[src/rtl/ysyx_23060203_mem_arbiter_pkg.sv]
`default_nettype none
// ============================================================================
// Module   : ysyx_23060203_mem_arbiter_pkg
// Purpose  : Shared constants for the data-memory arbiter: RV load/store
//            funct3 codes and the arbiter state encodings.
// Revision : 1.0 - initial release
// ============================================================================
package ysyx_23060203_mem_arbiter_pkg;

    // RV32 load/store funct3 codes
    localparam logic [2:0] F_B  = 3'b000;
    localparam logic [2:0] F_H  = 3'b001;
    localparam logic [2:0] F_W  = 3'b010;
    localparam logic [2:0] F_BU = 3'b100;
    localparam logic [2:0] F_HU = 3'b101;

    // Arbiter states
    localparam int         ST_W    = 2;
    localparam logic [1:0] ST_IDLE = 2'd0;
    localparam logic [1:0] ST_REQ  = 2'd1;
    localparam logic [1:0] ST_WAIT = 2'd2;
    localparam logic [1:0] ST_RESP = 2'd3;

endpackage
`default_nettype wire

[src/rtl/ysyx_23060203_mem_lane.sv]
`default_nettype none
// ============================================================================
// Module   : ysyx_23060203_mem_lane
// Purpose  : Purely combinational byte-lane steering for the load/store path.
//            Stores: funct3 + address offset -> byte mask and lane-replicated
//            write data. Loads: read word -> selected, extended result.
// Ports    : i_func  funct3 of the access
//            i_off   byte offset (address bits [1:0])
//            i_wdata LSB-aligned store data
//            i_rdata raw word returned by memory
//            o_wmask byte write mask for a store
//            o_wdata lane-replicated store data
//            o_rdata sign/zero-extended load result
// Revision : 1.0 - initial release
// ============================================================================
module ysyx_23060203_mem_lane
    import ysyx_23060203_mem_arbiter_pkg::*;
(
    input  logic [2:0]  i_func,
    input  logic [1:0]  i_off,
    input  logic [31:0] i_wdata,
    input  logic [31:0] i_rdata,
    output logic [3:0]  o_wmask,
    output logic [31:0] o_wdata,
    output logic [31:0] o_rdata
);

    logic [7:0]  w_byte;
    logic [15:0] w_half;

    // Halfword accesses only look at off[1]; misalignment is not trapped.
    assign w_byte = i_rdata[{i_off, 3'b000} +: 8];
    assign w_half = i_rdata[{i_off[1], 4'b0000} +: 16];

    // Store steering: data is replicated across lanes so the mask alone
    // decides which bytes memory actually writes.
    always_comb begin
        o_wmask = 4'hF;
        o_wdata = i_wdata;
        case (i_func)
            F_B, F_BU: begin
                o_wmask = 4'b0001 << i_off;
                o_wdata = {4{i_wdata[7:0]}};
            end
            F_H, F_HU: begin
                o_wmask = 4'b0011 << {i_off[1], 1'b0};
                o_wdata = {2{i_wdata[15:0]}};
            end
            default: begin
                o_wmask = 4'hF;
                o_wdata = i_wdata;
            end
        endcase
    end

    // Load extension; any undefined funct3 behaves as a full word load.
    always_comb begin
        o_rdata = i_rdata;
        case (i_func)
            F_B:     o_rdata = {{24{w_byte[7]}}, w_byte};
            F_BU:    o_rdata = {24'd0, w_byte};
            F_H:     o_rdata = {{16{w_half[15]}}, w_half};
            F_HU:    o_rdata = {16'd0, w_half};
            F_W:     o_rdata = i_rdata;
            default: o_rdata = i_rdata;
        endcase
    end

endmodule
`default_nettype wire

[src/rtl/ysyx_23060203_mem_arbiter.sv]
`default_nettype none
// ============================================================================
// Module   : ysyx_23060203_mem_arbiter
// Purpose  : Shares one data-memory port between the instruction fetcher
//            (master 0, word reads only) and the load/store unit (master 1).
//            Round-robin grant, one outstanding transaction at a time.
// Ports    : clk, rstn          clock, asynchronous active-low reset
//            m0_*               IFU request / response
//            m1_*               LSU request (funct3-encoded) / response
//            s_*                memory-side request / response
// Revision : 1.0 - initial release
// ============================================================================
module ysyx_23060203_mem_arbiter
    import ysyx_23060203_mem_arbiter_pkg::*;
#(
    parameter int ADDR_W     = 32,
    parameter bit FIRST_PRIO = 1'b1
) (
    input  logic              clk,
    input  logic              rstn,
    input  logic              m0_req_valid,
    output logic              m0_req_ready,
    input  logic [ADDR_W-1:0] m0_addr,
    output logic              m0_resp_valid,
    output logic [31:0]       m0_resp_data,
    input  logic              m1_req_valid,
    output logic              m1_req_ready,
    input  logic              m1_wen,
    input  logic [2:0]        m1_func,
    input  logic [ADDR_W-1:0] m1_addr,
    input  logic [31:0]       m1_wdata,
    output logic              m1_resp_valid,
    output logic [31:0]       m1_resp_data,
    output logic              s_req_valid,
    input  logic              s_req_ready,
    output logic              s_wen,
    output logic [ADDR_W-1:0] s_addr,
    output logic [31:0]       s_wdata,
    output logic [3:0]        s_wmask,
    input  logic              s_resp_valid,
    input  logic [31:0]       s_resp_data
);

    localparam logic [ADDR_W-1:0] C_WORD_MASK = ~(ADDR_W'(3));

    logic [ST_W-1:0]   r_state;
    logic [ST_W-1:0]   w_next_state;
    logic              r_owner;       // 1 = LSU owns the current transaction
    logic              r_last_grant;  // 1 = LSU was granted most recently
    logic [2:0]        r_func;
    logic [1:0]        r_off;
    logic              r_s_wen;
    logic [ADDR_W-1:0] r_s_addr;
    logic [31:0]       r_s_wdata;
    logic [3:0]        r_s_wmask;
    logic [31:0]       r_m0_resp_data;
    logic [31:0]       r_m1_resp_data;

    logic              w_idle;
    logic              w_pick1;
    logic              w_accept;
    logic [2:0]        w_lane_func;
    logic [1:0]        w_lane_off;
    logic [3:0]        w_lane_wmask;
    logic [31:0]       w_lane_wdata;
    logic [31:0]       w_lane_rdata;

    assign w_idle   = (r_state == ST_IDLE);
    // LSU wins when alone, or when both ask and the IFU was served last.
    assign w_pick1  = m1_req_valid & (~m0_req_valid | ~r_last_grant);
    assign w_accept = w_idle & (m0_req_valid | m1_req_valid);

    // One lane unit serves both directions: in IDLE it steers the incoming
    // store, afterwards it extends the returning load with the latched funct.
    assign w_lane_func = w_idle ? m1_func      : r_func;
    assign w_lane_off  = w_idle ? m1_addr[1:0] : r_off;

    ysyx_23060203_mem_lane u_lane (
        .i_func  (w_lane_func),
        .i_off   (w_lane_off),
        .i_wdata (m1_wdata),
        .i_rdata (s_resp_data),
        .o_wmask (w_lane_wmask),
        .o_wdata (w_lane_wdata),
        .o_rdata (w_lane_rdata)
    );

    // ---------------- FSM: state register ----------------
    always_ff @(posedge clk or negedge rstn) begin
        if (!rstn) begin
            r_state <= ST_IDLE;
        end else begin
            r_state <= w_next_state;
        end
    end

    // ---------------- FSM: next state ----------------
    always_comb begin
        w_next_state = r_state;
        case (r_state)
            ST_IDLE: if (w_accept)     w_next_state = ST_REQ;
            ST_REQ:  if (s_req_ready)  w_next_state = ST_WAIT;
            ST_WAIT: if (s_resp_valid) w_next_state = ST_RESP;
            ST_RESP:                   w_next_state = ST_IDLE;
            default:                   w_next_state = ST_IDLE;
        endcase
    end

    // ---------------- FSM: outputs ----------------
    // Readies are gated by rstn so every output reads 0 while reset is held.
    always_comb begin
        m0_req_ready  = rstn & w_idle & m0_req_valid & ~w_pick1;
        m1_req_ready  = rstn & w_idle & w_pick1;
        s_req_valid   = (r_state == ST_REQ);
        m0_resp_valid = (r_state == ST_RESP) & ~r_owner;
        m1_resp_valid = (r_state == ST_RESP) & r_owner;
    end

    // ---------------- Request latch ----------------
    always_ff @(posedge clk or negedge rstn) begin
        if (!rstn) begin
            r_owner      <= 1'b0;
            r_last_grant <= ~FIRST_PRIO;
            r_func       <= 3'd0;
            r_off        <= 2'd0;
            r_s_wen      <= 1'b0;
            r_s_addr     <= '0;
            r_s_wdata    <= 32'd0;
            r_s_wmask    <= 4'd0;
        end else if (w_accept) begin
            r_owner      <= w_pick1;
            r_last_grant <= w_pick1;
            if (w_pick1) begin
                r_func    <= m1_func;
                r_off     <= m1_addr[1:0];
                r_s_wen   <= m1_wen;
                r_s_addr  <= m1_addr & C_WORD_MASK;
                r_s_wdata <= w_lane_wdata;
                r_s_wmask <= m1_wen ? w_lane_wmask : 4'd0;
            end else begin
                r_func    <= F_W;
                r_off     <= 2'd0;
                r_s_wen   <= 1'b0;
                r_s_addr  <= m0_addr & C_WORD_MASK;
                r_s_wdata <= 32'd0;
                r_s_wmask <= 4'd0;
            end
        end
    end

    // ---------------- Response capture ----------------
    // Only the owner's data register moves; the other master's holds.
    always_ff @(posedge clk or negedge rstn) begin
        if (!rstn) begin
            r_m0_resp_data <= 32'd0;
            r_m1_resp_data <= 32'd0;
        end else if ((r_state == ST_WAIT) && s_resp_valid) begin
            if (r_owner) begin
                r_m1_resp_data <= r_s_wen ? 32'd0 : w_lane_rdata;
            end else begin
                r_m0_resp_data <= s_resp_data;
            end
        end
    end

    assign s_wen        = r_s_wen;
    assign s_addr       = r_s_addr;
    assign s_wdata      = r_s_wdata;
    assign s_wmask      = r_s_wmask;
    assign m0_resp_data = r_m0_resp_data;
    assign m1_resp_data = r_m1_resp_data;

endmodule
`default_nettype wire
[config.mk]
export PLATFORM = sky130hd
export DESIGN_NAME = ysyx_23060203_mem_arbiter
export DESIGN_NICKNAME = d
export VERILOG_FILES = /design/src/rtl/ysyx_23060203_mem_arbiter_pkg.sv /design/src/rtl/ysyx_23060203_mem_lane.sv /design/src/rtl/ysyx_23060203_mem_arbiter.sv
export SDC_FILE = /design/constraint.sdc
export NUM_CORES = 1
export LEC_CHECK = 0
export ABC_CLOCK_PERIOD_IN_PS = 4400
export CAP_MARGIN = 20
export CORE_AREA = 2 2 149 107
export CTS_CLUSTER_SIZE = 10
export DETAILED_ROUTE_END_ITERATION = 16
export DIE_AREA = 0 0 151 109
export HOLD_SLACK_MARGIN = 0.05
export PLACE_DENSITY_LB_ADDON = 0.1
export SLEW_MARGIN = 20
export SYNTH_ARGS = -nofsm -noshare
export SYNTH_HDL_FRONTEND = slang
export SYNTH_HIERARCHICAL = 1
export SYNTH_SLANG_ARGS = --single-unit
[constraint.sdc]
create_clock -name clk -period 4.4 [get_ports clk]
set_input_delay 1.1 -clock clk [delete_from_list [all_inputs] [get_ports clk]]
set_output_delay 1.1 -clock clk [all_outputs]
set_load 0.01 [all_outputs]
## Word-level counts from Yosys, hierarchy flattened

Cells that the tools add are included.
W data, S select, Z words.

| storage, ports and cells | value |
|---|---|
| bits in registers | 141 |
| input port bits | 138 |
| output and inout bits | 138 |

| operators by class | value |
|---|---|
| eq/ne operators | 9 |
| multiplexer cells | 17 |
| bitwise logic cells | 13 |
| shifts and indexed selects | 4 |
| reductions and logical operators | 8 |

Operator list:

| cell | number |
|---|---|
| $pmux W32 S4 | 1 |
| $mux W32 | 3 |
| $pmux W32 S2 | 1 |
| $shiftx A32 B6 Y16 | 1 |
| $shiftx A32 B6 Y8 | 1 |
| $mux W2 | 5 |
| $and A1 B1 Y1 | 8 |
| $mux W4 | 2 |
| $pmux W2 S4 | 1 |
| $pmux W4 S2 | 1 |
| $eq A3 B3 Y1 const B | 2 |
| $mux W3 | 2 |
| $eq A2 B2 Y1 const B | 2 |
| $ne A2 B1 Y1 const B | 2 |
| $reduce_and A2 Y1 | 2 |
| $reduce_or A2 Y1 | 2 |
| $shl A1 B2 Y4 const A | 1 |
| $shl A2 B2 Y4 const A | 1 |
| $eq A3 B1 Y1 const B | 1 |
| $logic_not A3 Y1 | 1 |
| $not A1 Y1 | 3 |
| $reduce_and A3 Y1 | 1 |
| $eq A2 B1 Y1 const B | 1 |
| $logic_not A2 Y1 | 1 |
| 4 further kinds | 5 |

## Depth between registers and ports, before layout

| depth | value |
|---|---|
| word-level depth | 7 |
| gate-level depth with buffers | 11 |

## By module

Netlist, hierarchy kept.

By module, submodules not included:

| module | area each (sq um) | times used | cells each |
|---|---|---|---|
| ysyx_23060203_mem_arbiter | 5701.7 | 1 | 501 |
| ysyx_23060203_mem_lane | 1258.7 | 1 | 188 |

## Worst setup path before layout

OpenSTA, ideal clock, no wires.

| path | value |
|---|---|
| kind | input to output |
| from | in m0_req_valid |
| to | out m1_req_ready |
| buffers on the path | 2 |
| required time | 3300 ps |
| setup slack | 1451 ps |
| cell stages on the path | 4 |
| arrival time | 1849 ps |
| path through | buf_2 > a21boi_4 > buf_2 > and3_1 |

| between the ends | value |
|---|---|
| word-level cells in the longest chain between the ends | 4 |

Ends and longest elaborated chain:

| element | RTL line | RTL |
|---|---|---|
| from (decl) | ysyx_23060203_mem_arbiter.sv:21 | `input logic m0_req_valid,` |
| $not A1 Y1 | ysyx_23060203_mem_arbiter.sv:70 | `assign w_pick1 = m1_req_valid & (~m0_req_valid \| ~r_last_grant);` |
| $or A1 B1 Y1 | ysyx_23060203_mem_arbiter.sv:70 |  |
| $and A1 B1 Y1 | ysyx_23060203_mem_arbiter.sv:70 |  |
| $and A1 B1 Y1 | ysyx_23060203_mem_arbiter.sv:113 | `m1_req_ready = rstn & w_idle & w_pick1;` |
| to (decl) | ysyx_23060203_mem_arbiter.sv:27 | `output logic m1_req_ready,` |

No other way between the ends.

## Worst setup path after layout

| path | value |
|---|---|
| from | in m0_req_valid |
| to | out m0_req_ready |

| between the ends | value |
|---|---|
| word-level cells in the longest chain between the ends | 5 |

Ends and longest elaborated chain:

| element | RTL line | RTL |
|---|---|---|
| $not A1 Y1 | ysyx_23060203_mem_arbiter.sv:70 |  |
| $or A1 B1 Y1 | ysyx_23060203_mem_arbiter.sv:70 |  |
| $and A1 B1 Y1 | ysyx_23060203_mem_arbiter.sv:70 |  |
| $not A1 Y1 | ysyx_23060203_mem_arbiter.sv:112 | `m0_req_ready = rstn & w_idle & m0_req_valid & ~w_pick1;` |
| $and A1 B1 Y1 * | ysyx_23060203_mem_arbiter.sv:112 |  |
| to (decl) | ysyx_23060203_mem_arbiter.sv:22 | `output logic m0_req_ready,` |

Every way passes the cells marked *; elsewhere a longest branch is shown, timed or not.

==> flow_summary.ini <==
[die]
die_h_microns = 109
die_w_microns = 151
core_sq_um = 15120
dieArea_sq_um = 16460
start_util_pct = 46.04
pin_count = 276
rows = 38

[timing]
timing.final.crit_share_pct = 87.53
slew_viol_final = 0
fmax_ghz = 0.2596
setup_tns_ps = 0
rsz0062_at_grt = false
hold_viol = 0
slew_headroom_pct = 38.69
tightest_slew_ps = 914.8
period_needed_ps = 3851
skew_ps = 9.543
setup_violations = 0

[route]
viasPerCell = 5.489
dr.pass1.iters = 5
drc_errors = 0
drtAntennaViolNets = 0
drt_iter0_drc = 487
vias = 6247
wl_mm = 21.84
routedWlPerCell_microns = 19.19

[setup_path]
arrival_ps = 2750
worstSetupStartpointType = input pin
cp_data_required_time_ps = 3300
critPathCaptureType = primary output
crit_type = in2out
crit_fanout = 19
rr_worst_depth = 8

[final_layout]
drive_above_1_share_pct = 10.87
final_cell_mix = clkdlybuf4s50_1 (270), dfrtp_1 (139), nand2_1 (104)
syn2layout_area_growth_pct = 47.98
layout_commonest_cell = clkdlybuf4s50_1
nets = 1068
insertedDiodeCount = 0
design_area_sq_um = 10300
final_util_pct = 68.12

[synth]
synthSimpleGateAreaFrac_pct = 13.99
ys_seq_area_share_pct = 49.97
muxShareOfSynthArea_pct = 10.34
synth_xor_area_share_pct = 0
ys_ff_latch = 139
synthCells = 689
synth_top_family_by_area = compound AO/OA/AOI/OAI gates
synth_compound_area_share_pct = 19.00
yosysWarnings = 6
synthArstFlopShare_pct = 100.0
synth_edf_count = 0
ys.flop_type = dfrtp_1
synth_cell_types = 42
synth_fa_ha_area_share_pct = 0.8988
syn-cell-area_sq_um = 6960
synth.avg_cell_area_sq_um = 10.10

[clock_network]
cts_tree = built
cts_buffers = 17
cts.sinks = 139
post_cts_buffers = 0
cts-root-buf = clkbuf_16
post_cts_resized = 0
htree_levels = 4
cts_hold_buf = 0
clkTransAtPathRegs_ps = 60
max-clock-path-buffers = 2
worstSkewPairLatency_ps = 420

[pwr]
irDropWorstVdd_v = 0.0003990
internal-power_mw = 4.885
switching_power_mw = 2.796
finalPower_mw = 7.681
p_seq_share_pct = 28.6
swShare_pct = 36.40
powerDensity_nw_per_um2 = 745.8
power_frac_comb_pct = 50.9
p_leak_nw = 4.424
p_clk_share_pct = 20.5

[min_path]
hold_depth = 2
worstHoldPathType = reg2reg

[run]
drv_cap = 0

[global_routing]
grt_usage_pct = 26.63
first_global_vias = 6148
grt_pass1_wl_mm = 33.05
grt_max_degree = 65
antenna_found_initial = 0
grt.overflow.total = 0

[placement]
io_buffer_count = 271
dp_hpwl_mm = 15.64
place_area_sq_um = 9651
globalplace.congestion = 0.8488

[outcome]
status = completed
## through the flow
stage | hold slack (ps) | worst slack, ps | std cells
after floorplan | 468.9 | 1452 | 690
after global placement | 461.7 | 571.6 | 1106
after detailed placement | 469.5 | 560.2 | 1106
after CTS | 483.1 | 548.8 | 1138
after global routing | 506.1 | 483.7 | 1138
final | 478.2 | 548.6 | 1138
## power by group through the flow
stage | combinational [mW] | sequential (mW) | clock, mW
finish | 3.91 | 2.20 | 1.58
global route | 4.24 | 2.27 | 1.66
floorplan | 1.96 | 2.43 | 0
global placement | 3.81 | 2.18 | 0
detailed placement | 3.89 | 2.21 | 0
CTS | 3.91 | 2.20 | 1.60
## cell type report
type                            instances  area [sq um]
Multi-Input combinational cell        480          3099
Sequential cell                       139          3478
Clock buffer                           17         425.4
Tap cell                              200         250.2
Timing Repair Buffer                  281          2801
Fill cell                            1142          4820
Clock inverter                         15         222.7
Inverter                                6         22.52
## final timing paths
kind / startpoint / end / slack (ps)
max in group asynchronous: rstn / m0_resp_data[28] / 2070
min in group asynchronous: rstn / s_addr[15] / 520
worst min-delay path: m1_resp_data[1] / m1_resp_data[1] / 480
worst min register to register: m1_resp_data[1] / m1_resp_data[1] / 480
worst max register to register: r_state[0] / m1_resp_data[4] / 1520
worst max-delay path: m0_req_valid / m0_req_ready / 550
## per-layer routing
layer | wire length, microns | vias to the layer above | GRT usage [%] | share of wire [%]
met3 | 2179 | 33 | 8.996 | 10
met4 | 451 | 0 | 9.212 | 2.1
met5 | 0 | - | 0 | 0
li1 | - | 2886 | - | -
met1 | 9516 | 3018 | 35.80 | 44
met2 | 9695 | 310 | 40.52 | 44
## cell usage after synthesis (3+ instances only)
| cell type | number | area share [%] |
|---|---|---|
| buf_2 | 17 | 1.2 |
| ha_1 | 5 | 0.90 |
| nand2_1 | 104 | 5.6 |
| o22ai_1 | 17 | 1.5 |
| a32o_1 | 4 | 0.58 |
| dfrtp_1 | 139 | 50 |
| buf_4 | 16 | 1.7 |
| nand2b_1 | 33 | 3.0 |
| mux2_2 | 47 | 7.6 |
| and2_1 | 3 | 0.27 |
| nor2b_1 | 22 | 2.0 |
| a221o_1 | 7 | 1.0 |
| o21ai_0 | 40 | 2.9 |
| a21oi_1 | 60 | 4.3 |
| mux2i_1 | 16 | 2.3 |
| buf_6 | 7 | 1.1 |
| clkbuf_1 | 25 | 1.3 |
| a22oi_1 | 7 | 0.75 |
| nor2_1 | 43 | 2.3 |
| o221ai_1 | 7 | 0.88 |
| a22o_1 | 37 | 4.7 |
| inv_1 | 6 | 0.32 |
| o21bai_1 | 4 | 0.43 |
## critical path, stage by stage
cell             delay [ps]
clkdlybuf4s50_1         670
a21boi_4                100
buf_4                   210
nor2_1                  120
clkdlybuf4s50_1         550
## cells by family (layout without fill, tap and decap cells)
logic type | Yosys count | in the layout
simple gates | 213 | 213
compound gates | 195 | 195
flops | 139 | 139
buf+inv | 71 | 319
mux | 65 | 65
fa+ha+maj | 5 | 5
other cells | 1 | 2
## registers in the layout, summed over array words and instances (netlist names)
register / flops
r_last_grant: 1
r_state: 2
r_func: 3
s_addr: 30
s_wen: 1
s_wmask: 4
m1_resp_data: 32
m0_resp_data: 32
r_off: 2
s_wdata: 32
Power figures use the tool's default switching activity.
